**config.mk**
```make
export PLATFORM = sky130hd
export DESIGN_NAME = adc_packetizer
export DESIGN_NICKNAME = d
export VERILOG_FILES = /design/src/rtl/adc_packetizer_pkg.sv /design/src/rtl/adc_packetizer.sv
export SDC_FILE = /design/constraint.sdc
export NUM_CORES = 1
export LEC_CHECK = 0
export BUFFER_PORTS_ARGS = -buffer_cell sky130_fd_sc_hd__buf_2
export CAP_MARGIN = 20
export CORE_UTILIZATION = 56
export DETAILED_ROUTE_END_ITERATION = 10
export GPL_TIMING_DRIVEN = 0
export PLACE_DENSITY = 0.8
export SKIP_CTS_REPAIR_TIMING = 1
export SYNTH_ARGS = -nofsm -noshare
export SYNTH_HDL_FRONTEND = slang
export SYNTH_SLANG_ARGS = --single-unit
export TNS_END_PERCENT = 30
```
**constraint.sdc**
```tcl
create_clock -name clk -period 5.1 [get_ports clk]
set_input_delay 0.255 -clock clk [delete_from_list [all_inputs] [get_ports clk]]
set_output_delay 0.255 -clock clk [all_outputs]
set_load 0.1 [all_outputs]
```
**src/rtl/adc_packetizer_pkg.sv**
```systemverilog
// adc_pkt_pkg: FSM state encoding and framing constants shared by adc_packetizer.
package adc_pkt_pkg;

    typedef enum logic [2:0] {
        ST_IDLE,
        ST_SYNC0,
        ST_SYNC1,
        ST_SEQ,
        ST_LEN,
        ST_PAYLOAD,
        ST_CHK
    } pkt_state_t;

    localparam logic [7:0]  DEF_SYNC0 = 8'hA5;
    localparam logic [7:0]  DEF_SYNC1 = 8'h5A;
    localparam int unsigned HDR_BYTES = 4;

endpackage

```
**src/rtl/adc_packetizer.sv**
```systemverilog
// adc_packetizer: pops ADC bytes from a standard-mode FIFO and frames them as sync/seq/len/payload packets.
// Define PKT_CHECKSUM_EN to append an 8-bit payload checksum byte carrying m_tlast.
module adc_packetizer
    import adc_pkt_pkg::*;
#(
    parameter int unsigned PAYLOAD_LEN = 64,
    parameter logic [7:0]  SYNC0       = DEF_SYNC0,
    parameter logic [7:0]  SYNC1       = DEF_SYNC1
) (
    input  logic        clk,
    input  logic        rst,
    input  logic        en,
    input  logic        fifo_rst_busy,
    input  logic        fifo_empty,
    output logic        fifo_rd_en,
    input  logic [7:0]  fifo_dout,
    output logic [7:0]  m_tdata,
    output logic        m_tvalid,
    output logic        m_tlast,
    input  logic        m_tready,
    output logic        busy,
    output logic [15:0] pkt_count
);

    pkt_state_t  r_state;
    logic [7:0]  r_tdata;
    logic        r_tvalid;
    logic        r_tlast;
    logic        r_rd_pend;
    logic [7:0]  r_reads_left;
    logic [7:0]  r_seq;
    logic [15:0] r_pkt_count;
`ifdef PKT_CHECKSUM_EN
    logic [7:0]  r_csum;
`endif

    logic w_free;
    logic w_last_acc;
    logic w_rd_en;

    assign w_free     = !r_tvalid || m_tready;
    assign w_last_acc = r_tvalid && r_tlast && m_tready;
    // A pop is only issued into a free register, so the byte arriving next clk always has room.
    assign w_rd_en    = (r_state == ST_PAYLOAD) && !fifo_empty && !fifo_rst_busy &&
                        !r_rd_pend && (r_reads_left != '0) && w_free;

    always_ff @(posedge clk or posedge rst) begin
        if (rst) begin
            r_state      <= ST_IDLE;
            r_tdata      <= '0;
            r_tvalid     <= 1'b0;
            r_tlast      <= 1'b0;
            r_rd_pend    <= 1'b0;
            r_reads_left <= '0;
            r_seq        <= '0;
            r_pkt_count  <= '0;
`ifdef PKT_CHECKSUM_EN
            r_csum       <= '0;
`endif
        end else begin
            r_rd_pend <= w_rd_en;
            if (w_rd_en) begin
                r_reads_left <= r_reads_left - 8'd1;
            end
            if (w_free) begin
                r_tvalid <= 1'b0;
                r_tlast  <= 1'b0;
            end

            case (r_state)
                ST_IDLE: begin
                    if (en && !fifo_empty && !fifo_rst_busy) begin
                        r_state <= ST_SYNC0;
                    end
                end
                ST_SYNC0: begin
                    if (w_free) begin
                        r_tdata  <= SYNC0;
                        r_tvalid <= 1'b1;
                        r_state  <= ST_SYNC1;
                    end
                end
                ST_SYNC1: begin
                    if (w_free) begin
                        r_tdata  <= SYNC1;
                        r_tvalid <= 1'b1;
                        r_state  <= ST_SEQ;
                    end
                end
                ST_SEQ: begin
                    if (w_free) begin
                        r_tdata  <= r_seq;
                        r_tvalid <= 1'b1;
                        r_state  <= ST_LEN;
                    end
                end
                ST_LEN: begin
                    if (w_free) begin
                        r_tdata      <= 8'(PAYLOAD_LEN);
                        r_tvalid     <= 1'b1;
                        r_reads_left <= 8'(PAYLOAD_LEN);
`ifdef PKT_CHECKSUM_EN
                        r_csum       <= '0;
`endif
                        r_state      <= ST_PAYLOAD;
                    end
                end
                ST_PAYLOAD: begin
                    if (r_rd_pend) begin
                        r_tdata  <= fifo_dout;
                        r_tvalid <= 1'b1;
`ifdef PKT_CHECKSUM_EN
                        r_csum   <= r_csum + fifo_dout;
                        if (r_reads_left == '0) begin
                            r_state <= ST_CHK;
                        end
`else
                        r_tlast  <= (r_reads_left == '0);
`endif
                    end
                end
`ifdef PKT_CHECKSUM_EN
                ST_CHK: begin
                    if (w_free && !r_tlast) begin
                        r_tdata  <= r_csum;
                        r_tvalid <= 1'b1;
                        r_tlast  <= 1'b1;
                    end
                end
`endif
                default: r_state <= ST_IDLE;
            endcase

            // Packet closes only when the sink takes the tlast byte; overrides the state update above.
            if (w_last_acc) begin
                r_state     <= ST_IDLE;
                r_seq       <= r_seq + 8'd1;
                r_pkt_count <= r_pkt_count + 16'd1;
            end
        end
    end

    assign fifo_rd_en = w_rd_en;
    assign m_tdata    = r_tdata;
    assign m_tvalid   = r_tvalid;
    assign m_tlast    = r_tlast;
    assign busy       = (r_state != ST_IDLE);
    assign pkt_count  = r_pkt_count;

endmodule

```
==> metrics.csv <==
metric,value,unit
overall routed net length,4570,um
Worst Setup EP,fifo_rd_en,
vias post-DR,1824,
"commonest non-fill, non-tap cell in the layout",dfrtp_1,
Syn. warnings,0,
Die H,66.3,um
Hold Path Class,primary input to flip-flop,
Synth Area per Inst,10.3,sq um
synth top area cells,"dfrtp_1, xnor2_1, mux2_2",
clock-pin slew of the registers on the worst-case setup and hold paths,0.08,ns
Longest Clk Path Bufs,2,
"Seq/Total Area, Yosys",49.6,%
clock share of power,16.3,%
Switching Fraction,47.3,%
final net count,294,
WL/cell,14.0,um
Slew @ Worst Pin,0.645,ns
"Cell Count, Final, Fillers Out",327,
violation count after the first detailed-route iteration,135,
Internal Pwr Total,736,uW
Net Switching,661,uW
Inst Count DP,318,
number of diodes,0,
RSZ-0062 raised after global routing,no,
Main synth FF type,dfrtp_1,
reg2reg path depth,4,
endpoints failing hold,0,
maximum fanout along the worst path,6,
initial antenna violation count,0,
"Clk Latency, worst-skew pair",0.30,ns
PD cells,516,nW/um^2
Die Area,4400,sq um
logic gate share of total power,49.5,%
Synth Register Bits,46,
number of global-route vias before repair,1674,
"EDFF count, synth",0,
worst clock skew,0.00842,ns
gr ovfl total,0,
crit path DAT,2.38,ns
gr usage total,23.6,%
cell taking the most area after synthesis,dfrtp_1,
Layout area overhead,16.8,%
maxcap violations,0,
Slew HR,56.9,%
Cell Rows,23,
startpoint types,flip-flop,
# IOs,42,
Final Total Pwr,1400,uW
Worst R2R Setup Slack,3.05,ns
core area,4000,sq um
max-slew violation count,0,
outcome,"complete, no violations",
fmax,380,MHz
CTS tree,yes,
first-pass GRT wire length,7790,um
Die Wd,66.3,um
Critical Path Sink Type,output port,
Via density,5.58,
"Design Area, Final",2710,sq um
setup violators final,0,
ANT nets after route,0,
most frequent cells in the layout,"dfrtp_1, buf_2, nand2_1, xnor2_1, nand3_1",
"Min Clock Period, post-route",2.63,ns
layout cells sized above 1,25.3,%
fin crit share,51.6,%
WS Path Type,flip-flop to output port,
post-synthesis cell type count,41,
Clock Tree Root,clkbuf_8,
sequential share of power,34.2,%
Clock Sinks,46,
drt pass-1 iters,4,
depth of the CTS H-tree,2,
# DRC,0,
Hold WS,0.296,ns
Fin Setup TNS,0,ns
Detailed Place HPWL,3310,um
Pleak,0.00127,uW
Post-Syn Area,2320,sq um
starting density of the core,58.0,%
fraction of registers with async set/reset,100,%
Max VDD drop,0.452,mV
pin count of the biggest net entering global routing,29,
Mapped Nets,244,
top-area cell type share of the netlist area,49.6,%
Num CTS Buffers,5,
placed cell area,2610,sq um
Critical Path RT,4.85,ns
gpl congestion,0.896,
Cells after Synth,226,
number of port buffers,41,
## worst min path at each step
stage,endpoint,from,cells after the start,slack [ns]
after global placement,pkt_count[15],pkt_count[15],1,0.46
after CTS,pkt_count[10],rst,2,-0.06
final,m_tdata[3],fifo_dout[3],3,0.30
after detailed placement,pkt_count[10],rst,2,0.27
after global routing,m_tdata[4],fifo_dout[4],3,0.31
after floorplan,r_seq[7],r_seq[7],1,0.45
## critical path, stage by stage, from the launching register on
cell     delay (ns)
dfrtp_1        0.45
or4_4          0.59
nor3_1         0.48
nor2_1         0.20
buf_2          0.34
## cell usage after synthesis (2+ instances only)
library cell / instances
a21bo_2: 3
a21oi_1: 3
a22oi_1: 4
a31oi_1: 3
a32oi_1: 2
and3_1: 6
and4_1: 2
clkbuf_1: 7
dfrtp_1: 46
ha_1: 4
inv_1: 5
mux2_2: 10
mux2i_1: 4
nand2_1: 25
nand2b_1: 3
nand3_1: 14
nand4_1: 11
nor2_1: 11
nor2b_1: 4
nor3_1: 4
nor4_1: 3
nor4b_1: 2
o21ai_0: 11
o311ai_0: 2
xnor2_1: 19
xor2_1: 3
## final cells by class
| type | count | area, sq um |
|---|---|---|
| Clock buffer | 7 | 86.3 |
| Sequential cell | 46 | 1150 |
| Clock inverter | 1 | 5.00 |
| Buffer | 9 | 35.0 |
| Tap cell | 50 | 62.6 |
| Timing Repair Buffer | 43 | 235 |
| Inverter | 5 | 18.8 |
| Multi-Input combinational cell | 166 | 1110 |
| Fill cell | 311 | 1290 |
## power groups by stage
stage / clock [uW] / combinational, uW / sequential [uW]
4_1_cts: 233 / 691 / 477
5_1_grt: 250 / 738 / 489
3_3_place_gp: 0 / 675 / 480
2_1_floorplan: 0 / 364 / 682
3_5_place_dp: 0 / 687 / 482
6_report: 228 / 692 / 478
## routing by layer
metal,track usage [%],part of all wire (%),vias to the layer above
met4,8.78,1.1,0
li1,-,-,913
met3,4.31,3.7,6
met2,37.4,47,43
met1,32.2,48,862
met5,0,0,-
## stage by stage
| stage | util, % | worst slack (ns) |
|---|---|---|
| after CTS | 67.4 | 2.49 |
| after floorplan | - | 1.89 |
| final | 67.7 | 2.47 |
| after global routing | 67.7 | 2.37 |
| after global placement | 64.7 | 2.83 |
| after detailed placement | 65.2 | 2.84 |
## kinds of logic (layout without fill, tap and decap cells)
family                     count (synthesis)  after routing  synth area share, %
and+or+nand+nor                           92             92                 21.0
DFF                                       46             46                 49.6
AOI/OAI and AO/OA                         34             34                 9.98
xor gates and xnor gates                  22             22                 8.31
muxes                                     14             14                 6.58
buffers and inverters                     14             65                 2.32
adders and majority gates                  4              4                 2.16
(Power assumes the default switching activity.)
